File: src/rtl/dual_key_debounce_pkg.sv
// dual_key_debounce_pkg: shared FSM encoding and debounce defaults
package dual_key_debounce_pkg;
  typedef enum logic {S_STABLE = 1'b0, S_COUNT = 1'b1} state_t;
  // 10 ms at 50 MHz
  localparam int unsigned DEBOUNCE_DEFAULT = 500000;
  localparam int unsigned CNT_W_DEFAULT = 20;
  // Short window so simulations reach acceptance in a handful of cycles
  localparam int unsigned DEBOUNCE_SIM = 4;
endpackage

File: src/rtl/key_debounce_ch.sv
// key_debounce_ch: one key channel - 2-flop synchroniser, stability FSM, rise/fall pulses
// clk, rst_n (async, active low) | key_in raw async level
// level_o debounced level | rise_o / fall_o one-cycle pulses on level_o 0->1 / 1->0
module key_debounce_ch
  import dual_key_debounce_pkg::*;
#(
  parameter int unsigned DEBOUNCE_CYCLES = DEBOUNCE_DEFAULT,
  parameter int unsigned CNT_W = CNT_W_DEFAULT,
  parameter logic RST_LEVEL = 1'b1
) (
  input  logic clk,
  input  logic rst_n,
  input  logic key_in,
  output logic level_o,
  output logic rise_o,
  output logic fall_o
);
  localparam logic [CNT_W-1:0] LAST = CNT_W'(DEBOUNCE_CYCLES - 1);
  state_t state_q, state_d;
  logic [CNT_W-1:0] cnt_q, cnt_d;
  logic sync1, sync2, out_d, rise_d, fall_d;
  always_ff @(posedge clk or negedge rst_n)
    if (!rst_n) begin
      sync1 <= RST_LEVEL;
      sync2 <= RST_LEVEL;
      state_q <= S_STABLE;
      cnt_q <= '0;
      level_o <= RST_LEVEL;
      rise_o <= 1'b0;
      fall_o <= 1'b0;
    end else begin
      sync1 <= key_in;
      sync2 <= sync1;
      state_q <= state_d;
      cnt_q <= cnt_d;
      level_o <= out_d;
      rise_o <= rise_d;
      fall_o <= fall_d;
    end
  // Accept only once the differing level has been seen on the terminal count;
  // any return to the current level abandons the attempt silently.
  logic diff, accept;
  assign diff = sync2 != level_o;
  assign accept = state_q == S_COUNT && diff && cnt_q == LAST;
  always_comb begin
    state_d = diff && !accept ? S_COUNT : S_STABLE;
    cnt_d = state_q == S_COUNT && diff && !accept ? cnt_q + 1'b1 : '0;
    out_d = accept ? sync2 : level_o;
    rise_d = accept && sync2;
    fall_d = accept && !sync2;
  end
endmodule

File: src/rtl/dual_key_debounce.sv
// dual_key_debounce: two independent debounced key channels feeding a NAND stage
// clk, rst_n (async, active low) | key_a_in, key_b_in raw async levels
// a_o, b_o debounced levels | a_rise_o, a_fall_o, b_rise_o, b_fall_o edge pulses
module dual_key_debounce
  import dual_key_debounce_pkg::*;
#(
  parameter int unsigned DEBOUNCE_CYCLES = DEBOUNCE_DEFAULT,
  parameter int unsigned CNT_W = CNT_W_DEFAULT,
  parameter logic RST_LEVEL = 1'b1
) (
  input  logic clk,
  input  logic rst_n,
  input  logic key_a_in,
  input  logic key_b_in,
  output logic a_o,
  output logic b_o,
  output logic a_rise_o,
  output logic a_fall_o,
  output logic b_rise_o,
  output logic b_fall_o
);
  key_debounce_ch #(.DEBOUNCE_CYCLES(DEBOUNCE_CYCLES), .CNT_W(CNT_W), .RST_LEVEL(RST_LEVEL)) u_a (
    .clk(clk), .rst_n(rst_n), .key_in(key_a_in), .level_o(a_o), .rise_o(a_rise_o), .fall_o(a_fall_o)
  );
  key_debounce_ch #(.DEBOUNCE_CYCLES(DEBOUNCE_CYCLES), .CNT_W(CNT_W), .RST_LEVEL(RST_LEVEL)) u_b (
    .clk(clk), .rst_n(rst_n), .key_in(key_b_in), .level_o(b_o), .rise_o(b_rise_o), .fall_o(b_fall_o)
  );
endmodule

File: config.mk
export PLATFORM = sky130hd
export DESIGN_NAME = dual_key_debounce
export DESIGN_NICKNAME = d
export VERILOG_FILES = /design/src/rtl/dual_key_debounce_pkg.sv /design/src/rtl/key_debounce_ch.sv /design/src/rtl/dual_key_debounce.sv
export SDC_FILE = /design/constraint.sdc
export NUM_CORES = 1
export LEC_CHECK = 0
export BUFFER_PORTS_ARGS = -buffer_cell sky130_fd_sc_hd__buf_4
export CAP_MARGIN = 20
export CORE_ASPECT_RATIO = 0.7
export CORE_MARGIN = 2
export CORE_UTILIZATION = 50
export DETAILED_ROUTE_END_ITERATION = 12
export PLACE_DENSITY = 0.64
export SYNTH_ARGS = -nofsm -noshare
export SYNTH_HDL_FRONTEND = slang
export SYNTH_SLANG_ARGS = --single-unit
File: constraint.sdc
create_clock -name clk -period 2.8 [get_ports clk]
set_clock_uncertainty 0.15 [all_clocks]
set_input_delay 0.42 -clock clk [delete_from_list [all_inputs] [get_ports clk]]
set_output_delay 0.42 -clock clk [all_outputs]
set_load 0.1 [all_outputs]
==> results.sh <==
export IMPL_hp_class="input pin to asynchronous set/reset pin"
export IMPL_routed_wl_mm=4.335
export IMPL_vdd_drop_max_mv=0.1945
export IMPL_clkTransAtPathRegs_ps=90
export IMPL_clock_root_buffer="clkbuf_8"
export IMPL_dieHeight_um=62.22
export IMPL_slew_viol_final=0
export IMPL_p_comb_frac=0.031
export IMPL_drive_gt1_frac=0.1365
export IMPL_first_pass_iters=5
export IMPL_mostFrequentLayoutCell="dfrtp_1"
export IMPL_synth_area_um2=2421
export IMPL_r2r_cells=4
export IMPL_seq_area_frac_synth=0.5406
export IMPL_path_max_fanout=18
export IMPL_rows=21
export IMPL_final_hold_viol_count=21
export IMPL_routed_via_density=5.614
export IMPL_setup_viol=0
export IMPL_dp_slack_ps=433.0
export IMPL_hpwl_mm=3.025
export IMPL_ant_nets=0
export IMPL_clock_path_buffers=2
export IMPL_swShare=0.2237
export IMPL_cap_violations=0
export IMPL_syn_avg_cell_area_um2=10.44
export IMPL_powerDensity_nw_per_um2=460.8
export IMPL_globalRouteTotalUtil=0.1764
export IMPL_rr_endpoint="u_a.cnt_q[12]"
export IMPL_numCtsBuffers=5
export IMPL_crit_type="flip-flop to flip-flop"
export IMPL_critical_path_endpoint_type="flip-flop"
export IMPL_route_detailed_drc=0
export IMPL_power_share_clock=0.341
export IMPL_cts_hold_buf=0
export IMPL_clk_latency_ps=300
export IMPL_die_w_um=87.17
export IMPL_failed_checks="hold timing"
export IMPL_post_cts_buffers=0
export IMPL_max_clock_freq_mhz=425.8
export IMPL_core_um2=4730
export IMPL_whs_ps=-23.85
export IMPL_p_total_uw=1221
export IMPL_die_area_um2=5424
export IMPL_timing_final_crit_share=0.8388
export IMPL_grt_max_degree=53
export IMPL_final_min_clock_period_ps=2349
export IMPL_rsz0062_at_grt="no"
export IMPL_ys_warn_count=0
export IMPL_globalRoute_totalOverflow=0
export IMPL_route_vias_total=1718
export IMPL_detail_route_wl_per_cell_um=14.17
export IMPL_drt_iter0_markers=63
export IMPL_cp_arrival_ps=2360
export IMPL_fin_cells=306
export IMPL_power_leakage_uw=0.001016
export IMPL_r2r_setup_slack_ps=450
export IMPL_seqPwrFrac=0.627
export IMPL_yosysUniqueCellTypes=35
export IMPL_r2r_start="u_a.cnt_q[12]"
export IMPL_status="finished, violations left"
export IMPL_slew_limit_headroom=0.5769
export IMPL_synth_seq_cells=52
export IMPL_switching_power_uw=273.0
export IMPL_nets=254
export IMPL_clock_sinks=52
export IMPL_syn_nets=238
export IMPL_antenna_cells=0
export IMPL_grt_pass1_wl_mm=7.610
export IMPL_cts_tree="built"
export IMPL_htree_levels=2
export IMPL_grt_pass1_vias=1596
export IMPL_worstPathRequired_ps=2810
export IMPL_tightest_slew_ps=634.6
export IMPL_gp_congestion=0.7920
export IMPL_synthCells=232
export IMPL_fin_tns_setup_ps=0
export IMPL_startpoint_type="flip-flop"
export IMPL_place_inst=298
export IMPL_cts_resized=0
export IMPL_areaGrowthSynthToFinish_pct=9.406
export IMPL_p_int_uw=947.6
export IMPL_numPortBuffers=9
export IMPL_antenna_found_initial=0
export IMPL_layout_common_cells="dfrtp_1 (46), nor2_1 (35), xnor2_1 (20)"
export IMPL_initial_core_util=0.5119
export IMPL_fin_ws_ps=451.4
export IMPL_ios=10
[registers in the layout, indices dropped and copies added, names as in the netlist]
name,cells
u_a.fall_o,1
u_a.cnt_q,20
u_a.rise_o,1
u_a.sync1,1
u_b.sync2,1
u_a.sync2,1
u_a.state_q,1
u_b.rise_o,1
u_b.level_o,1
u_b.fall_o,1
u_b.cnt_q,20
u_b.sync1,1
u_a.level_o,1
u_b.state_q,1
[power by group through the flow]
| stage | clock network [uW] | registers [uW] | logic (uW) |
|---|---|---|---|
| 2_1_floorplan | 0 | 779 | 17.9 |
| 3_3_place_gp | 0 | 780 | 39.2 |
| 3_5_place_dp | 0 | 780 | 39.5 |
| 4_1_cts | 437 | 766 | 39.8 |
| 5_1_grt | 462 | 767 | 44.8 |
| 6_report | 417 | 766 | 38.1 |
[worst max-delay path by stage]
stage | cells past startpoint | slack [ps] | from | endpoint
floorplan | 4 | 620 | u_a.cnt_q[12] | u_a.level_o
global placement | 4 | 490 | u_a.cnt_q[12] | u_a.cnt_q[8]
detailed placement | 4 | 430 | u_a.cnt_q[12] | u_a.cnt_q[15]
CTS | 4 | 440 | u_a.cnt_q[12] | u_a.cnt_q[15]
global route | 4 | 360 | u_a.cnt_q[12] | u_a.cnt_q[7]
finish | 4 | 450 | u_a.cnt_q[12] | u_a.cnt_q[12]
[synthesized netlist by cell type]
cell / n / area share
a21oi_1: 9 / 0.019
and2_1: 2 / 0.0052
and3_1: 1 / 0.0026
and4_1: 1 / 0.0036
buf_4: 1 / 0.0031
buf_6: 1 / 0.0047
clkbuf_1: 1 / 0.0015
dfrtp_1: 46 / 0.48
dfstp_2: 6 / 0.065
ha_1: 2 / 0.010
inv_1: 10 / 0.016
mux2_2: 2 / 0.0093
nand2_1: 13 / 0.020
nand3_1: 10 / 0.021
nand4_1: 10 / 0.026
nand4_2: 1 / 0.0052
nor2_1: 35 / 0.054
nor3_1: 8 / 0.017
nor3_2: 1 / 0.0041
nor4_1: 8 / 0.021
nor4b_1: 1 / 0.0036
nor4bb_1: 1 / 0.0041
o21ai_0: 4 / 0.0083
o21bai_2: 1 / 0.0047
o21bai_4: 1 / 0.0078
o31a_1: 1 / 0.0036
o31ai_1: 5 / 0.016
or2_2: 2 / 0.0052
or3_1: 8 / 0.021
or4_1: 7 / 0.022
or4_4: 1 / 0.0047
or4b_1: 2 / 0.0083
or4bb_1: 1 / 0.0047
xnor2_1: 20 / 0.072
xor2_1: 9 / 0.033
[metrics by stage]
step	hold WS, ps	utilization	area [um^2]
floorplan	-25.59	-	2421
detailed placement	199.5	0.5413	2560
finish	-23.85	0.5601	2649
global route	36.52	0.5601	2649
global placement	196.2	0.5413	2560
CTS	4.873	0.5601	2649
[routing by layer]
metal / track usage / up-vias / wire length [um]
met3: 0.04388 / 2 / 150
met5: 0 / - / 0
li1: - / 845 / -
met2: 0.2319 / 19 / 1669
met4: 0.04038 / 0 / 16
met1: 0.2897 / 852 / 2499
[cell type report]
class,count,area (um^2)
Clock buffer,6,72.57
Clock inverter,2,16.27
Fill cell,438,2081
Inverter,10,37.54
Multi-Input combinational cell,167,1052
Sequential cell,52,1309
Tap cell,57,71.32
Timing Repair Buffer,12,90.09
[critical path: stages (launching register included)]
cell and delay [ps]:
dfrtp_1 420, or4b_1 540, or4_4 600, o21bai_4 410, nor2_1 110
[logic make-up (layout without fill, tap and decap cells)]
family                     Yosys count  in the layout  synth area share
DFF                                 52             52            0.5406
xor gates and xnor gates            29             29            0.1049
adders and majority gates            2              2           0.01033
AOI/OAI and AO/OA                   21             21           0.05840
muxes                                2              2          0.009302
buffers and inverters               13             30           0.02481
and+or+nand+nor                    113            113            0.2517
Note: power is estimated with default switching activity, not from simulation.
